## src/rtl/lsu_pkg.sv

```systemverilog
// Shared types and funct3 decode for the load/store unit.
// LSU_MISALIGN_TRAP_EN (optional define) turns misaligned half/word accesses into faults.
package lsu_pkg;

    typedef enum logic [2:0] {
        S_IDLE,
        S_LOAD,
        S_RMW_RD,
        S_WRITE,
        S_RESP
    } lsu_state_e;

    localparam logic [2:0] F3_LB  = 3'b000;
    localparam logic [2:0] F3_LH  = 3'b001;
    localparam logic [2:0] F3_LW  = 3'b010;
    localparam logic [2:0] F3_LBU = 3'b100;
    localparam logic [2:0] F3_LHU = 3'b101;
    localparam logic [2:0] F3_SB  = 3'b000;
    localparam logic [2:0] F3_SH  = 3'b001;
    localparam logic [2:0] F3_SW  = 3'b010;

    // Legal RV32I load/store encodings; everything else is faulted.
    function automatic logic f3_legal(input logic we, input logic [2:0] funct3);
        if (we)
            return (funct3 == F3_SB) || (funct3 == F3_SH) || (funct3 == F3_SW);
        else
            return (funct3 == F3_LB) || (funct3 == F3_LH) || (funct3 == F3_LW) ||
                   (funct3 == F3_LBU) || (funct3 == F3_LHU);
    endfunction

    // Halfword needs addr[0]==0, word needs addr[1:0]==0 (loads and stores share funct3[1:0]).
    function automatic logic misaligned(input logic [2:0] funct3, input logic [1:0] addr_lo);
        return ((funct3[1:0] == 2'b01) && addr_lo[0]) ||
               ((funct3[1:0] == 2'b10) && (addr_lo != 2'b00));
    endfunction

endpackage

```

## src/rtl/lsu_byte_lane.sv

```systemverilog
// Combinational lane-0 datapath: load extract/extend and sub-word store merge.
module lsu_byte_lane
    import lsu_pkg::*;
(
    input  logic [2:0]  funct3,
    input  logic [31:0] rdata,
    input  logic [31:0] wdata,
    output logic [31:0] load_data,
    output logic [31:0] merged
);

    // Extract the addressed byte/half from lane 0 and extend it.
    always_comb begin
        load_data = rdata;
        case (funct3)
            F3_LB:   load_data = {{24{rdata[7]}}, rdata[7:0]};
            F3_LH:   load_data = {{16{rdata[15]}}, rdata[15:0]};
            F3_LBU:  load_data = {24'd0, rdata[7:0]};
            F3_LHU:  load_data = {16'd0, rdata[15:0]};
            default: load_data = rdata;
        endcase
    end

    // Overlay the store bytes onto the word read back from memory.
    always_comb begin
        merged = wdata;
        case (funct3)
            F3_SB:   merged = {rdata[31:8], wdata[7:0]};
            F3_SH:   merged = {rdata[31:16], wdata[15:0]};
            default: merged = wdata;
        endcase
    end

endmodule

```

## src/rtl/load_store_unit.sv

```systemverilog
// Load/store unit between execute and data_mem. One request in flight; SB/SH are
// read-modify-write because data_mem always writes a full 4-byte word.
// Define LSU_MISALIGN_TRAP_EN to fault misaligned LH/LHU/SH/LW/SW instead of performing them.
module load_store_unit
    import lsu_pkg::*;
#(
    parameter int MEM_BYTES = 1024,
    parameter int ADDR_W    = 32
) (
    input  logic              clk,
    input  logic              rst_n,
    input  logic              req_valid,
    output logic              req_ready,
    input  logic              req_we,
    input  logic [2:0]        req_funct3,
    input  logic [ADDR_W-1:0] req_addr,
    input  logic [31:0]       req_wdata,
    output logic              rsp_valid,
    input  logic              rsp_ready,
    output logic [31:0]       rsp_rdata,
    output logic              rsp_err,
    output logic              mem_write,
    output logic              mem_read,
    output logic [ADDR_W-1:0] mem_addr,
    output logic [31:0]       mem_wdata,
    input  logic [31:0]       mem_rdata
);

    // Compare one bit wider than the address so a top-of-space address cannot wrap past the check.
    localparam logic [ADDR_W:0] MAX_ADDR = (ADDR_W+1)'(MEM_BYTES - 4);

    lsu_state_e  state;
    logic [2:0]  lat_f3;
    logic [31:0] lat_wdata;
    logic [31:0] load_data;
    logic [31:0] merged;
    logic        accept;
    logic        req_bad;

    assign req_ready = (state == S_IDLE);
    assign accept    = req_valid && req_ready;

`ifdef LSU_MISALIGN_TRAP_EN
    assign req_bad = !f3_legal(req_we, req_funct3) || ({1'b0, req_addr} > MAX_ADDR) ||
                     misaligned(req_funct3, req_addr[1:0]);
`else
    assign req_bad = !f3_legal(req_we, req_funct3) || ({1'b0, req_addr} > MAX_ADDR);
`endif

    lsu_byte_lane u_lane (
        .funct3    (lat_f3),
        .rdata     (mem_rdata),
        .wdata     (lat_wdata),
        .load_data (load_data),
        .merged    (merged)
    );

    // Request FSM; all memory and response outputs are registered here.
    always_ff @(posedge clk or negedge rst_n) begin
        if (!rst_n) begin
            state     <= S_IDLE;
            lat_f3    <= '0;
            lat_wdata <= '0;
            rsp_valid <= 1'b0;
            rsp_rdata <= '0;
            rsp_err   <= 1'b0;
            mem_write <= 1'b0;
            mem_read  <= 1'b0;
            mem_addr  <= '0;
            mem_wdata <= '0;
        end else begin
            case (state)
                S_IDLE: begin
                    if (accept) begin
                        lat_f3    <= req_funct3;
                        lat_wdata <= req_wdata;
                        mem_addr  <= req_addr;
                        if (req_bad) begin
                            state     <= S_RESP;
                            rsp_valid <= 1'b1;
                            rsp_err   <= 1'b1;
                            rsp_rdata <= '0;
                        end else if (!req_we) begin
                            state    <= S_LOAD;
                            mem_read <= 1'b1;
                        end else if (req_funct3 == F3_SW) begin
                            state     <= S_WRITE;
                            mem_write <= 1'b1;
                            mem_wdata <= req_wdata;
                        end else begin
                            state    <= S_RMW_RD;
                            mem_read <= 1'b1;
                        end
                    end
                end
                S_LOAD: begin
                    mem_read  <= 1'b0;
                    rsp_rdata <= load_data;
                    rsp_err   <= 1'b0;
                    rsp_valid <= 1'b1;
                    state     <= S_RESP;
                end
                S_RMW_RD: begin
                    mem_read  <= 1'b0;
                    mem_write <= 1'b1;
                    mem_wdata <= merged;
                    state     <= S_WRITE;
                end
                S_WRITE: begin
                    mem_write <= 1'b0;
                    mem_wdata <= '0;
                    rsp_rdata <= '0;
                    rsp_err   <= 1'b0;
                    rsp_valid <= 1'b1;
                    state     <= S_RESP;
                end
                S_RESP: begin
                    if (rsp_ready) begin
                        rsp_valid <= 1'b0;
                        rsp_rdata <= '0;
                        rsp_err   <= 1'b0;
                        state     <= S_IDLE;
                    end
                end
                default: state <= S_IDLE;
            endcase
        end
    end

endmodule
```

## config.mk

```make
export PLATFORM = sky130hd
export DESIGN_NAME = load_store_unit
export DESIGN_NICKNAME = d
export VERILOG_FILES = /design/src/rtl/lsu_pkg.sv /design/src/rtl/lsu_byte_lane.sv /design/src/rtl/load_store_unit.sv
export SDC_FILE = /design/constraint.sdc
export NUM_CORES = 1
export LEC_CHECK = 0
export ABC_AREA = 1
export CORE_ASPECT_RATIO = 1.5
export CORE_MARGIN = 4
export CORE_UTILIZATION = 37
export CTS_CLUSTER_SIZE = 16
export DETAILED_ROUTE_END_ITERATION = 12
export PLACE_DENSITY = 0.68
export SLEW_MARGIN = 10
export SYNTH_ARGS = -nofsm -noshare
export SYNTH_HDL_FRONTEND = slang
export SYNTH_SLANG_ARGS = --single-unit
```

## constraint.sdc

```tcl
create_clock -name clk -period 2.1 [get_ports clk]
set_clock_uncertainty 0.15 [all_clocks]
set_input_delay 0.42 -clock clk [delete_from_list [all_inputs] [get_ports clk]]
set_output_delay 0.42 -clock clk [all_outputs]
set_load 0.01 [all_outputs]
```

* Yosys cells after proc, flatten, opt, wreduce, memory -nomap -nowiden *
Cells that the tools add are included.

word-level totals
  bits in registers = 138
  output and inout port bits = 101
  logic and storage cells = 84

cells by class
  magnitude comparators = 1
  equality and inequality tests = 18
  mux-type cells = 33
  reductions and logical operators = 22

operators by type and width
  kind                                                                                count
  32-bit one-hot mux with 4 select lines                                              2
  32-bit two-way mux                                                                  7
  32-bit one-hot mux with 3 select lines                                              1
  32-bit one-hot mux with 2 select lines                                              1
  32-bit by 10-bit greater-than comparator with 1-bit output (second input constant)  1
  3-bit == test (second input constant)                                               5
  1-bit two-way mux                                                                   13
  3-bit one-hot mux with 4 select lines                                               1
  4-bit AND reduction                                                                 3
  3-bit by 1-bit == test with 1-bit output (second input constant)                    3
  3-bit by 2-bit == test with 1-bit output (second input constant)                    3
  3-bit logical NOT                                                                   3
  3-bit two-way mux                                                                   3
  1-bit one-hot mux with 3 select lines                                               3
  2-bit by 1-bit != test with 1-bit output (second input constant)                    4
  3-bit nonzero test                                                                  2
  1-bit logical OR                                                                    5
  5-bit AND reduction                                                                 1
  2-bit != test (second input constant)                                               2
  2-bit AND reduction                                                                 2
  4-bit nonzero test                                                                  1
  2-bit OR reduction                                                                  2
  3-bit != test (second input constant)                                               1
  2-bit two-way mux                                                                   1
  other kinds (4)                                                                     4

* Longest topological paths before layout *
  word-level depth = 11
  depth in mapped cells = 12

* Cells and area by module *
From an unflattened synthesis, not the netlist that was laid out.

unflattened totals
  cells, all modules = 809
  area, all modules = 6757.7 sq um

by module, submodules not included
  module           instances  cells each  area each (sq um)  seq. area each (sq um)
  load_store_unit  1          655         5995.8             3453.3
  lsu_byte_lane    1          154         762.0              0.0

* Least setup slack after synthesis *
Ideal clock, no wire load.

  path kind = input to register
  start = in req_addr[11]
  end = reg mem_wdata[10]
  arrival time = 1568 ps
  slack = 315 ps
  stages = 10
  buffers on the path = 1
  cells stage by stage = nor2_1 > nand2_1 > nor2_1 > nand2_1 > nor2_1 > nand2_1 > nand2_2 > clkbuf_1 > nand4_1 > nand2_1

between the ends
  word-level cells in the longest chain between the ends = 4

RTL lines
  item                                                        RTL line                text
  start, declared                                             load_store_unit.sv:16   input logic [ADDR_W-1:0] req_addr,
  32-bit by 10-bit greater-than comparator with 1-bit output  load_store_unit.sv:47   assign req_bad = !f3_legal(req_we, req_funct3) || ({1'b0, req_addr} > MAX_ADDR);
  1-bit logical OR                                            load_store_unit.sv:47
  2-bit != test (no line)                                     -
  5-bit AND reduction (no line)                               -
  end signal, assigned                                        load_store_unit.sv:89   mem_wdata <= req_wdata;
  end signal, assigned                                        load_store_unit.sv:106  mem_wdata <= merged;
  end, declared                                               load_store_unit.sv:25   output logic [31:0] mem_wdata,

Every way passes these cells.
A chain may end at the register's enable or synchronous reset.

* Worst setup path after layout *
  start = reg state[0]
  end = reg mem_wdata[9]

between the ends
  word-level cells in the longest chain between the ends = 4
  elaborated cells between the ends (all ways) = 11
  classes of those cells = eq/ne: 6; mux: 1; reduce/logical: 4

RTL lines
  item                                                RTL line                                      text
  start, declared                                     load_store_unit.sv:32                         lsu_state_e state;
  start signal, assigned                              load_store_unit.sv:61                         state <= S_IDLE;
  start signal, assigned                              load_store_unit.sv:79                         state <= S_RESP;
  start signal, assigned                              load_store_unit.sv:84                         state <= S_LOAD;
  3-bit logical NOT                                   load_store_unit.sv:40, load_store_unit.sv:72
  1-bit logical AND                                   load_store_unit.sv:41                         assign accept = req_valid && req_ready;
  2-bit by 1-bit != test with 1-bit output (no line)  -
  5-bit AND reduction (no line)                       -

Parallel ways exist; a longest one is shown, timed or not.

==> run summary <==
### Timing
- tightest hold margin: 316 ps
- minimum clock period: 1940 ps
- count of pins over their slew limit: 0
- setup repair after global routing missed its margin: false
- final hold violations: 0
- actual transition at the worst max-transition pin: 513 ps
- max-slew headroom at the worst pin: 65.8%
- f_max: 515 MHz
- Finish-stage setup viols: 0
- fin crit share: 92.5%

### Synth
- number of flip-flops and latches in the synthesized netlist: 138
- gate count of the mapped netlist: 742
- Synth Area in Compound Gates: 9.18%
- synthesized-area fraction occupied by adder cells: 0%
- Yosys top cell by area: sky130_fd_sc_hd__dfrtp_1
- xor-xnor portion of the synthesized cell area: 0%
- Mapped Area: 6300 um2
- fraction of synthesized area in multiplexers: 5.01%
- sequential-to-total area share from yosys stat: 54.8%
- largest family of logic cells by synthesized area: simple AND/OR/NAND/NOR gates
- unique cell type count in the Yosys netlist: 27
- largest cells by area after synthesis: sky130_fd_sc_hd__dfrtp_1 (55%), sky130_fd_sc_hd__nand2_1 (15%), sky130_fd_sc_hd__o21ai_0 (8.3%), sky130_fd_sc_hd__mux2_2 (5.0%), sky130_fd_sc_hd__nand4_1 (3.9%)
- Post-Synth Simple-Gate Area: 24.9%
- yosys warns: 0
- proportion of register bits with asynchronous set or reset after synthesis: 100%
- number of nets produced by synthesis: 846
- average size of a mapped cell: 8.49 um2
- Post-synth EDFFs: 0
- share of the synthesized area in the top cell type: 54.8%
- most frequently used flop master after synthesis: sky130_fd_sc_hd__dfrtp_1

### Route
- Post-DRT Antenna Nets: 0
- DRC errors left: 0
- router iterations before antenna repair: 5
- total detailed-routing wirelength: 19.7 mm
- routed via count divided by cell count: 4.93
- drt wl/cell: 16.6 um
- violation count after the first detailed-routing iteration: 263
- number of vias after detailed routing: 5863

### Placement
- placed instance area: 8800 um2
- half-perimeter wire length after detailed placement: 14.4 mm
- Cell Count Post-Placement: 1156
- global placer's final weighted congestion: 0.837
- IO Port Bufs: 204

### Worst setup path
- crit path DAT: 2140 ps
- startpoint type of the worst setup path: flip-flop
- maximum fanout count along the critical path: 33
- Critical Path RT: 2300 ps
- worst reg-to-reg path cell count: 10
- Worst Path Class, Setup: flip-flop to flip-flop
- endpoint class of the critical path: flip-flop

### Clock tree
- Reg clk slew, reported paths: 60 ps
- TritonCTS clock tree: yes
- maximum root-to-sink buffer count: 2
- Clock Sink Count: 138
- later-pin clock latency in the skew report: 410 ps
- cell at the root of the clock tree: sky130_fd_sc_hd__clkbuf_16
- Clock H-tree levels: 4
- number of buffers added by the clock tree synthesis step: 17

### Layout
- final core occ: 56.3%
- commonest cells after routing, fill and taps aside: sky130_fd_sc_hd__nand2_1 (251), sky130_fd_sc_hd__clkdlybuf4s50_1 (202), sky130_fd_sc_hd__dfrtp_1 (138)
- antenna cell count: 0
- storage element area: 3450 um2
- area taken by multi-input logic gates: 2470 um2
- area overhead of the layout relative to synthesis: 49.8%
- final-layout fill cell count: 1523
- post-layout instance count excluding filler cells: 1189
- area of all placed cells without fillers: 9440 um2
- share of layout cells above drive strength 1: 12.0%
- leading cell type in the layout, fill and taps excluded: sky130_fd_sc_hd__nand2_1
- NumNets Final: 1070

### Floorplan
- Cell Rows: 58
- area of the die: 19200 um2
- Std-Cell Core Area: 16800 um2
- starting utilization of the core area: 37.6%
- die width: 115 um
- height of the die: 168 um
- number of top-level pins: 205

### Power and ir drop
- cell leakage power: 4.50 nW
- Switch Pwr: 3.85 mW
- relative contribution of the clock network to total power: 26.9%
- internal power consumption: 7.71 mW
- sequential share of power: 36.0%
- Peak supply drop: 0.733 mV
- areal power density over the cells: 1220 nW/um2
- share of power burned in combinational logic: 37.1%
- Sw Share: 33.3%
- post-layout power: 11.6 mW

### Global route
- via count of the first global-routing pass: 6074
- number of antenna violations at the first check in global routing: 0
- largest net degree at the start of global routing: 58
- first-pass GRT wire length: 30.9 mm
- GRT overflow: 0
- Overall Global Routing Usage: 20.6%

### Min path
- worst hold path depth: 2
- Hold WC Path Type: flip-flop to flip-flop

### Run
- max-cap violations: 0

### Run status
- outcome: finished, final reports clean

==> cell families (layout without fill, tap and decap cells) <==
| family | count (synthesis) | in the layout |
|---|---|---|
| DFF | 138 | 138 |
| and+or+nand+nor | 374 | 374 |
| buffers and inverters | 91 | 328 |
| muxes | 28 | 28 |
| AOI/OAI and AO/OA | 111 | 111 |
==> Yosys cell counts, types with 2 or more instances <==
master                     count
sky130_fd_sc_hd__nand4_1      39
sky130_fd_sc_hd__o21ai_0     105
sky130_fd_sc_hd__buf_2        12
sky130_fd_sc_hd__dfrtp_1     138
sky130_fd_sc_hd__mux2_2       28
sky130_fd_sc_hd__nor2_1       61
sky130_fd_sc_hd__buf_6         3
sky130_fd_sc_hd__inv_2         2
sky130_fd_sc_hd__a21oi_1       3
sky130_fd_sc_hd__nand2_2       3
sky130_fd_sc_hd__nand3_1      11
sky130_fd_sc_hd__inv_1        48
sky130_fd_sc_hd__clkbuf_1     23
sky130_fd_sc_hd__nand2_1     252
sky130_fd_sc_hd__nor2_4        2
==> power groups by stage <==
stage	sequential (mW)	clock [mW]	combinational, mW
5_1_grt	4.29	3.31	4.69
3_5_place_dp	4.20	0	4.31
2_1_floorplan	4.42	0	1.76
4_1_cts	4.17	3.18	4.33
3_3_place_gp	4.18	0	4.27
6_report	4.16	3.11	4.28
==> layer usage <==
layer	track usage [%]	up-vias	wire length [um]
met2	35.7	205	9990
li1	-	2846	-
met5	0	-	0
met4	10.4	0	810
met3	5.47	41	1400
met1	22.9	2771	7490
==> worst max-delay path, cell delays in order (launching register included) <==
cell and delay, ps:
sky130_fd_sc_hd__dfrtp_1 410, sky130_fd_sc_hd__inv_2 80, sky130_fd_sc_hd__nand2_2 70, sky130_fd_sc_hd__nor2_4 200, sky130_fd_sc_hd__inv_2 100, sky130_fd_sc_hd__or2_1 260, sky130_fd_sc_hd__buf_4 180, sky130_fd_sc_hd__nand3_2 90
sky130_fd_sc_hd__buf_12 190, sky130_fd_sc_hd__nand2_1 90, sky130_fd_sc_hd__nand2_1 60
==> sequential cells by signal (all words and copies together), names as in the netlist <==
| register | cells |
|---|---|
| mem_addr | 32 |
| state | 3 |
| mem_write | 1 |
| lat_wdata | 32 |
| rsp_rdata | 32 |
| rsp_err | 1 |
| mem_wdata | 32 |
| rsp_valid | 1 |
| mem_read | 1 |
| lat_f3 | 3 |
==> worst paths after layout <==
kind	startpoint	end	slack [ps]
min reg2reg	mem_wdata[25]	mem_wdata[25]	320
max reg2reg	state[0]	mem_wdata[9]	160
max in group asynchronous	rst_n	lat_f3[2]	820
max	state[0]	mem_wdata[9]	160
min	mem_wdata[25]	mem_wdata[25]	320
min in group asynchronous	rst_n	mem_wdata[2]	350
==> area by class of cell <==
| cell class | count | share of cell area [%] |
|---|---|---|
| clock buffers | 19 | 4.80 |
| flip-flops and latches | 138 | 36.6 |
| well taps | 210 | 2.78 |
| repair buffers | 244 | 25.8 |
| multi-input cells | 513 | 26.2 |
| inverters | 52 | 2.08 |
| clock inverters | 13 | 1.78 |
==> metrics by stage <==
stage               setup TNS, ps  setup slack (ps)
floorplan                       0               315
global placement           -15500              -271
detailed placement         -17220              -312
CTS                             0              18.6
global route                    0              30.9
finish                          0               157
==> repair_timing <==
action	4_1_cts	5_1_grt
hold endpoints to repair	35	0
buffers inserted	0	0
setup endpoints to repair	1	30
gates resized for setup	1	5
hold buffers	1	0
(Power assumes the default switching activity.)
